### src/rtl/mul_pkg.sv
// ---------------------------------------------------------------------------
// mul_pkg
// Shared definitions for the iterative shift-add multiplier.
//   state_t     : controller states (IDLE, RUN, FINISH)
//   MULT/MULTU  : ALU function codes; the decoder drives is_signed high for
//                 MULT and low for MULTU.
// ---------------------------------------------------------------------------
package mul_pkg;

  typedef enum logic [1:0] {
    IDLE   = 2'd0,
    RUN    = 2'd1,
    FINISH = 2'd2
  } state_t;

  localparam logic [5:0] MULT  = 6'b011000;
  localparam logic [5:0] MULTU = 6'b011001;

endpackage

### src/rtl/seq_multiplier_if.sv
// ---------------------------------------------------------------------------
// seq_multiplier_if
// Request/response bundle between the ALU control and the multiplier.
//   start      : request pulse, accepted only when the multiplier is free
//   is_signed  : 1 = MULT (two's complement), 0 = MULTU
//   op_a/op_b  : operands, sampled together with start
//   busy       : high while iterating
//   done       : one-cycle pulse when product updates
//   product    : {HI,LO} result register
// master = ALU control side, slave = multiplier side.
// ---------------------------------------------------------------------------
interface seq_multiplier_if
  import mul_pkg::*;
#(
  parameter int WIDTH = 32
);

  logic                 start;
  logic                 is_signed;
  logic [WIDTH-1:0]     op_a;
  logic [WIDTH-1:0]     op_b;
  logic                 busy;
  logic                 done;
  logic [2*WIDTH-1:0]   product;

  modport master (
    output start, is_signed, op_a, op_b,
    input  busy, done, product
  );

  modport slave (
    input  start, is_signed, op_a, op_b,
    output busy, done, product
  );

endinterface

### src/rtl/mul_sign_fix.sv
// ---------------------------------------------------------------------------
// mul_sign_fix
// Combinational sign handling around the unsigned shift-add core.
//   i_isSigned        : operands are two's complement
//   i_opA/i_opB       : raw operands
//   o_magA/o_magB     : operand magnitudes (unsigned, WIDTH bits)
//   o_neg             : the true product is negative
//   i_negate/i_raw    : unsigned product and whether to negate it
//   o_product         : final 2*WIDTH-bit product
// ---------------------------------------------------------------------------
module mul_sign_fix
  import mul_pkg::*;
#(
  parameter int WIDTH = 32
) (
  input  logic               i_isSigned,
  input  logic [WIDTH-1:0]   i_opA,
  input  logic [WIDTH-1:0]   i_opB,
  output logic [WIDTH-1:0]   o_magA,
  output logic [WIDTH-1:0]   o_magB,
  output logic               o_neg,
  input  logic               i_negate,
  input  logic [2*WIDTH-1:0] i_raw,
  output logic [2*WIDTH-1:0] o_product
);

  logic w_negA;
  logic w_negB;

  assign w_negA = i_isSigned & i_opA[WIDTH-1];
  assign w_negB = i_isSigned & i_opB[WIDTH-1];

  // Negating the most negative value wraps back to the same bit pattern,
  // which read as unsigned is exactly 2^(WIDTH-1), the correct magnitude.
  assign o_magA = w_negA ? ((~i_opA) + WIDTH'(1)) : i_opA;
  assign o_magB = w_negB ? ((~i_opB) + WIDTH'(1)) : i_opB;
  assign o_neg  = w_negA ^ w_negB;

  // A zero magnitude product negates to zero, so 0 * negative stays 0.
  assign o_product = i_negate ? ((~i_raw) + (2*WIDTH)'(1)) : i_raw;

endmodule

### src/rtl/seq_multiplier.sv
// ---------------------------------------------------------------------------
// seq_multiplier
// Iterative shift-add multiplier for MULT/MULTU. One multiplier bit is
// consumed per RUN cycle; the product register and done pulse update on the
// edge that leaves FINISH, WIDTH+1 edges after start was sampled.
//   clk    : clock, rising edge
//   reset  : synchronous, active-high; aborts any operation in progress
//   bus    : seq_multiplier_if slave (start/is_signed/op_a/op_b in,
//            busy/done/product out)
// ---------------------------------------------------------------------------
module seq_multiplier
  import mul_pkg::*;
#(
  parameter int WIDTH = 32
) (
  input  logic            clk,
  input  logic            reset,
  seq_multiplier_if.slave bus
);

  localparam int CNT_W = $clog2(WIDTH + 1);

  state_t               r_state;
  state_t               w_nextState;
  logic [CNT_W-1:0]     r_cnt;
  logic [WIDTH-1:0]     r_magA;
  logic [WIDTH-1:0]     r_mplier;
  logic                 r_neg;
  logic [2*WIDTH:0]     r_acc;
  logic [2*WIDTH-1:0]   r_product;
  logic                 r_done;

  logic                 w_busy;
  logic                 w_accept;
  logic [WIDTH-1:0]     w_magA;
  logic [WIDTH-1:0]     w_magB;
  logic                 w_neg;
  logic [2*WIDTH-1:0]   w_fixed;
  logic [WIDTH:0]       w_addend;
  logic [WIDTH:0]       w_sum;
  logic [2*WIDTH:0]     w_accNext;

  mul_sign_fix #(
    .WIDTH (WIDTH)
  ) u_signFix (
    .i_isSigned (bus.is_signed),
    .i_opA      (bus.op_a),
    .i_opB      (bus.op_b),
    .o_magA     (w_magA),
    .o_magB     (w_magB),
    .o_neg      (w_neg),
    .i_negate   (r_neg),
    .i_raw      (r_acc[2*WIDTH-1:0]),
    .o_product  (w_fixed)
  );

  // One iteration: add the multiplicand into the upper half (including the
  // carry bit) when the current multiplier bit is set, then shift the whole
  // accumulator right. The carry lands in bit 2*WIDTH-1 and the top bit
  // becomes zero, so the next addition can never overflow WIDTH+1 bits.
  assign w_addend  = r_mplier[0] ? {1'b0, r_magA} : '0;
  assign w_sum     = r_acc[2*WIDTH:WIDTH] + w_addend;
  assign w_accNext = {1'b0, w_sum, r_acc[WIDTH-1:1]};

  // State register.
  always_ff @(posedge clk) begin
    if (reset) begin
      r_state <= IDLE;
    end else begin
      r_state <= w_nextState;
    end
  end

  // Next-state and control decode. FINISH accepts a new start just like
  // IDLE so operations can be issued back to back.
  always_comb begin
    w_nextState = r_state;
    w_busy      = 1'b0;
    w_accept    = 1'b0;
    case (r_state)
      IDLE: begin
        w_accept = bus.start;
        if (bus.start) begin
          w_nextState = RUN;
        end
      end
      RUN: begin
        w_busy = 1'b1;
        if (r_cnt == CNT_W'(1)) begin
          w_nextState = FINISH;
        end
      end
      FINISH: begin
        w_accept    = bus.start;
        w_nextState = bus.start ? RUN : IDLE;
      end
      default: begin
        w_nextState = IDLE;
      end
    endcase
  end

  // Datapath. Product is only written when leaving FINISH, so an aborted
  // run never leaks a partial result. In a back-to-back FINISH the product
  // is taken from the old accumulator before the new operands load.
  always_ff @(posedge clk) begin
    if (reset) begin
      r_cnt     <= '0;
      r_magA    <= '0;
      r_mplier  <= '0;
      r_neg     <= 1'b0;
      r_acc     <= '0;
      r_product <= '0;
      r_done    <= 1'b0;
    end else begin
      r_done <= 1'b0;
      if (r_state == FINISH) begin
        r_product <= w_fixed;
        r_done    <= 1'b1;
      end
      if (w_accept) begin
        r_magA   <= w_magA;
        r_mplier <= w_magB;
        r_neg    <= w_neg;
        r_acc    <= '0;
        r_cnt    <= CNT_W'(WIDTH);
      end else if (r_state == RUN) begin
        r_acc    <= w_accNext;
        r_mplier <= {1'b0, r_mplier[WIDTH-1:1]};
        r_cnt    <= r_cnt - CNT_W'(1);
      end
    end
  end

  assign bus.busy    = w_busy;
  assign bus.done    = r_done;
  assign bus.product = r_product;

endmodule

### src/flat_wrapper.sv
// flat-port wrapper written by rule: the top's interface ports become plain ports
module seq_multiplier_flat import mul_pkg::*;
#(
  parameter int WIDTH = 32
)
  (clk, reset, bus_start, bus_is_signed, bus_op_a, bus_op_b, bus_busy, bus_done, bus_product);
  seq_multiplier_if #(.WIDTH(WIDTH)) bus_i ();
  input  logic clk;
  input  logic reset;
  input wire logic [$bits(bus_i.start)-1:0] bus_start;
  input wire logic [$bits(bus_i.is_signed)-1:0] bus_is_signed;
  input wire logic [$bits(bus_i.op_a)-1:0] bus_op_a;
  input wire logic [$bits(bus_i.op_b)-1:0] bus_op_b;
  output wire logic [$bits(bus_i.busy)-1:0] bus_busy;
  output wire logic [$bits(bus_i.done)-1:0] bus_done;
  output wire logic [$bits(bus_i.product)-1:0] bus_product;
  assign bus_i.start = bus_start;
  assign bus_i.is_signed = bus_is_signed;
  assign bus_i.op_a = bus_op_a;
  assign bus_i.op_b = bus_op_b;
  assign bus_busy = bus_i.busy;
  assign bus_done = bus_i.done;
  assign bus_product = bus_i.product;
  seq_multiplier #(.WIDTH(WIDTH)) u_core (.clk(clk), .reset(reset), .bus(bus_i));
endmodule
### config.mk
export PLATFORM = sky130hd
export DESIGN_NAME = seq_multiplier_flat
export DESIGN_NICKNAME = d
export VERILOG_FILES = /design/src/rtl/mul_pkg.sv /design/src/rtl/seq_multiplier_if.sv /design/src/rtl/mul_sign_fix.sv /design/src/rtl/seq_multiplier.sv /design/src/flat_wrapper.sv
export SDC_FILE = /design/constraint.sdc
export NUM_CORES = 1
export LEC_CHECK = 0
export CORE_MARGIN = 10
export CORE_UTILIZATION = 45
export DETAILED_ROUTE_END_ITERATION = 8
export PLACE_DENSITY = 0.66
export SETUP_SLACK_MARGIN = 0.1
export SYNTH_ARGS = -nofsm -noshare
export SYNTH_HDL_FRONTEND = slang
export SYNTH_SLANG_ARGS = --single-unit
### constraint.sdc
create_clock -name clk -period 3.55 [get_ports clk]
set_input_delay 0.71 -clock clk [delete_from_list [all_inputs] [get_ports clk]]
set_output_delay 0.71 -clock clk [all_outputs]
set_load 0.005 [all_outputs]
======== After elaboration in Yosys (flattened, before gate mapping) ========
Cells that the tools add are included.
operators by class
  bitwise operators ....................... 6
  eq/ne operators ......................... 5
  mux-type cells .......................... 15
  reduce and logical (&&, ||, !) cells .... 5
  add/subtract/negate cells ............... 5
operators with widths
  cell                                              count
  2-to-1 mux 32 bit                                 5
  adder 32 x 1 -> 32 bit, second input constant     2
  adder 64 x 1 -> 64 bit, second input constant     1
  2-to-1 mux 64 bit                                 1
  inverter 32 bit                                   2
  inverter 64 bit                                   1
  adder 32 x 33 -> 33 bit                           1
  2-to-1 mux 6 bit                                  2
  == test 6 x 1 -> 1 bit, second input constant     1
  one-hot mux 2 bit (3 select lines)                1
  subtractor 6 x 1 -> 6 bit, second input constant  1
  2-to-1 mux 1 bit                                  4
  2-to-1 mux 2 bit                                  2
  OR reduction 2 bit                                2
  AND 1 bit                                         2
  == test 2 x 1 -> 1 bit, second input constant     1
  == test 2 bit, second input constant              1
  zero test 2 bit                                   1
  != test 2 x 1 -> 1 bit, second input constant     1
  != test 2 bit, second input constant              1
  AND reduction 2 bit                               1
  nonzero test 2 bit                                1
  XOR 1 bit                                         1
storage, ports and cells
  register bits after elaboration ......... 202
  logic and storage cells ................. 45
  output and inout port bits .............. 66

======== Longest topological paths before layout ========
  word-level depth ........................ 4
  mapped depth ............................ 11
  mapped depth without buffers ............ 10

======== By module ========
Synthesis repeated with hierarchy kept, for this count alone.
second synthesis, totals
  cell total of the unflattened synthesis .. 1,569
  area total of the unflattened synthesis .. 11,952.7 um^2
by module, submodules not included
  module          seq. area each (um^2)  cells an instance  times used  area each (um^2)
  seq_multiplier  4,043.9                1,153              1           8,986.1
  mul_sign_fix    0.0                    416                1           2,966.6

======== Least setup slack after synthesis ========
OpenSTA, ideal clock, no wires.
  path type ............................... input-to-reg
  from .................................... input port bus_op_b[18]
  to ...................................... register u_core.r_mplier[29]
  stages on the path ...................... 7
  buffers on the path ..................... 0
  arrival ................................. 2.928 ns
  slack ................................... 0.490 ns
  required time ........................... 3.418 ns
  cells stage by stage .................... or4_4 > or4_1 > or3_1 > or3_1 > o41ai_1 > xor2_1 > o22ai_1
between the ends
  longest elaborated chain between the ends .. 4
RTL lines
  element                 line                   source
  from (decl)             flat_wrapper.sv:13     input wire logic [$bits(bus_i.op_b)-1:0] bus_op_b;
  inverter 32 bit         mul_sign_fix.sv:36     assign o_magB = w_negB ? ((~i_opB) + WIDTH'(1)) : i_opB;
  adder 32 x 1 -> 32 bit  mul_sign_fix.sv:36
  2-to-1 mux 32 bit       mul_sign_fix.sv:36
  2-to-1 mux 32 bit       seq_multiplier.sv:121  if (w_accept) begin
  to (signal assigned)    seq_multiplier.sv:123  r_mplier <= w_magB;
  to (signal assigned)    seq_multiplier.sv:129  r_mplier <= {1'b0, r_mplier[WIDTH-1:1]};
  to (decl)               seq_multiplier.sv:27   logic [WIDTH-1:0] r_mplier;
No other way between the ends.
A chain may end at the register's enable or synchronous reset.

======== Final worst setup path ========
  from .................................... register u_core.r_acc[13]
  to ...................................... register u_core.r_product[61] (netlist: u_core.bus.product[61])
between the ends
  longest elaborated chain between the ends .. 3
RTL lines
  element                 line                   source
  from (decl)             seq_multiplier.sv:29   logic [2*WIDTH:0] r_acc;
  from (signal assigned)  seq_multiplier.sv:128  r_acc <= w_accNext;
  inverter 64 bit         mul_sign_fix.sv:40     assign o_product = i_negate ? ((~i_raw) + (2*WIDTH)'(1)) : i_raw;
  adder 64 x 1 -> 64 bit  mul_sign_fix.sv:40
  2-to-1 mux 64 bit       mul_sign_fix.sv:40
  to (signal assigned)    seq_multiplier.sv:118  r_product <= w_fixed;
  to (decl)               seq_multiplier.sv:30   logic [2*WIDTH-1:0] r_product;
No other way between the ends.

==> impl_metrics.yaml <==
run_status:
  status: "completed"
critical_path:
  critPathBufInv: 0
  required_ns: 3.93
  critPathTopFamily: "simple AND/OR/NAND/NOR gates"
  crit_slowest_cell: "or4_4"
  crit_type: "flop to flop"
  end_kind: "flop"
  cp_slowest_stage_delay_ns: 0.57
  crit_chain: "or4_4 > or3_1 > nor4_4 > nand3_1 > or4b_1 > nand2_1 > o221ai_1"
  rrSetupSlack_ns: 0.45
  crit_arrival_ns: 3.48
  critPathLaunchType: "flop"
  critPathMaxFanout: 9
power_and_ir_drop:
  p_sw_w: 0.001385
  p_leak_nw: 5.285
  p_per_area_mw_per_mm2: 379.4
  power_frac_comb: 0.132
  p_int_w: 0.003968
  clkPwrFrac: 0.417
  max-vdd-ir-drop_v: 0.0002987
  p_seq_frac: 0.451
  switching_share: 0.2588
clock_network:
  cts_root_buf: "clkbuf_16"
  cts_buffers: 23
  cts_tree: "yes"
  hold_buffers: 0
  postCtsSetupRepairBufs: 0
  insertion_delay_ns: 0.52
  h-tree-depth: 1
  clock_sinks: 202
  ctsResizeCount: 0
  cts_buffer_depth: 3
  path_clk_slew_ns: 0.06
logic_synthesis:
  synth_edf_count: 0
  yosysWarnings: 0
  syn_area_per_cell_um2: 7.787
  synth.cell_area_mm2: 0.01165
  synth-compound-area-share: 0.2290
  synthAdderAreaFrac: 0.04146
  synth_xor_area_frac: 0.1075
  async_reset_ff_frac: 0
  ys.flop_type: "dfxtp_1"
  synth_fp_nets: 1602
  synth.mux.area_fraction: 0.007734
  ys_seq_area_frac: 0.3472
  yosysUniqueCellTypes: 61
  yosys.area_share.simple: 0.2293
  yosys_register_bits: 202
  synth_cells: 1496
  synth_top_family_by_area: "simple AND/OR/NAND/NOR gates"
sta:
  relSlewSlack: 0.2559
  worst_slew_pin_slew_ns: 1.112
  drv_slew: 0
  fin_crit_ns: 3.102
  period_share: 0.8737
  skew_ns: 0.01242
  hold_viol: 0
  rsz0062_at_grt: "false"
  tns_ns: 0
  setup_viol: 0
  clock.fmax_mhz: 322.4
layout:
  layout_commonest_cell: "nand2_1"
  fill_cells: 2414
  insertedDiodeCount: 0
  final_cells: 1945
  areaGrowthSynthToFinish_pct: 21.13
  final_cell_mix: "246 x nand2_1, 201 x dfxtp_1, 132 x clkdlybuf4s50_1, 124 x nor2_1, 115 x a21oi_1"
  final_layout_size_suffix_gt1_frac: 0.05882
  fin_nets: 1710
floorplan:
  die_width_um: 180.9
  row_count: 58
  die_h_um: 180.9
  die_area_mm2: 0.03272
  core_mm2: 0.02533
  start_util: 0.4599
  pin_count: 134
global_routing:
  antenna_found_initial: 0
  grt_max_degree: 94
  grt_overflow: 0
  grt_pass1_vias: 10200
  gr-usage-all-layers: 0.1826
  grt_pass1_wl_um: 51770
routing:
  avgRoutedWirePerCell_um: 16.22
  routed_wl_um: 31550
  ant_nets: 0
  drcViolationCount: 0
  drtIter0Drc: 553
  via_per_inst: 5.571
  vias: 10840
  drtPass1Iterations: 5
place:
  dp_hpwl_um: 23610
  dp.cells: 1909
  routabilityCongestion: 0.9053
  port_buffers: 133
worst_hold_path:
  hold_class: "flop to flop"
job:
  maxCapViolCount: 0
==> flip-flops by register name (all words and copies together), names as in the netlist <==
signal and count:
u_core.r_cnt 6, u_core.r_mplier 32, u_core.bus.product 64, u_core.r_neg 1, u_core.r_state 2, u_core.bus.done 1, u_core.r_acc 64, u_core.r_magA 32
==> path summary, 6_finish.rpt <==
| check | start | end | depth (start not counted) |
|---|---|---|---|
| max reg2reg | u_core.r_acc[13] | u_core.bus.product[61] | 7 |
| min reg2reg | u_core.r_magA[30] | u_core.r_magA[30] | 2 |
| max | u_core.r_acc[13] | u_core.bus.product[61] | 7 |
| min | u_core.r_magA[30] | u_core.r_magA[30] | 2 |
==> cells by family (layout without fill, tap and decap cells) <==
logic type               after synthesis  after routing
buffers and inverters                115            234
AND/OR/NAND/NOR                      569            569
adder cells (fa/ha/maj)               38             38
multiplexers                           9              9
flip-flops                           202            202
AO/OA/AOI/OAI                        420            420
XOR/XNOR                             143            143
==> cell type report <==
cell class	count	area (um2)	share of cell area
clock inverters	5	67.56	0.004789
repair buffers	175	1667	0.1181
inverters	23	86.33	0.006119
well taps	330	412.9	0.02926
flip-flops and latches	202	4045	0.2867
multi-input cells	1179	7196	0.5100
clock buffers	31	635.6	0.04505
==> cells in the mapped netlist, types with 5 or more instances <==
library cell  count  area, um2
a211oi_1         56      420.4
a21o_1           17      127.6
a21oi_1         115      575.6
a22o_1            6      52.55
a311oi_1         29      254.0
a31oi_1          10      62.56
and2_1           39      244.0
and3_1           10      62.56
buf_1            11      41.29
clkbuf_1         79      296.5
dfxtp_1         202       4044
ha_1             37      462.9
inv_1            22      82.58
mux2i_1           9      90.09
nand2_1         246      923.4
nand2b_1          9      56.30
nand3_1          13      65.06
nand4_1           8      50.05
nor2_1          125      469.2
nor2b_1           6      37.54
nor3_1           31      155.2
nor3b_1           8      60.06
nor4_1           19      118.9
o211ai_1          5      37.54
o21a_1            8      60.06
o21ai_0         109      545.5
o21bai_1          5      37.54
o221ai_1          5      43.79
o22ai_1           8      50.05
o31ai_1          21      157.7
o41ai_1          10      87.58
or3_1            19      118.9
or4_1            18      135.1
xnor2_1          56      490.5
xor2_1           87      762.0
==> power by group through the flow <==
stage / logic [W] / clock network (W) / registers, W
2_1_floorplan: 0.000457 / 0 / 0.00244
3_3_place_gp: 0.000697 / 0 / 0.00246
3_5_place_dp: 0.000704 / 0 / 0.00246
4_1_cts: 0.000706 / 0.00230 / 0.00241
5_1_grt: 0.000785 / 0.00238 / 0.00242
6_report: 0.000706 / 0.00223 / 0.00241
==> routing by layer <==
metal	track usage	vias to the layer above	routed length [um]
li1	-	5554	-
met2	0.2775	302	13180
met3	0.03776	35	2189
met5	0	-	0
met4	0.03281	0	393
met1	0.2611	4945	15780
==> worst register-to-register path: stages (launching register included) <==
cell      delay (ns)
dfxtp_1         0.38
or4_4           0.57
or3_1           0.54
nor4_4          0.45
nand3_1         0.29
or4b_1          0.56
nand2_1         0.08
o221ai_1        0.10
==> per-stage QoR <==
stage	power, W	utilization	setup WS, ns	instance area (um2)	hold slack [ns]
after global placement	0.003155	0.5291	-0.02402	13400	0.4331
after global routing	0.005587	0.5571	0.2206	14110	0.4667
final	0.005353	0.5571	0.4484	14110	0.4478
after CTS	0.005414	0.5569	0.3674	14100	0.4526
after detailed placement	0.003165	0.5291	-0.02697	13400	0.4392
after floorplan	0.002895	-	0.4895	11650	0.4167
No activity file was read; power rests on OpenSTA's default activity.
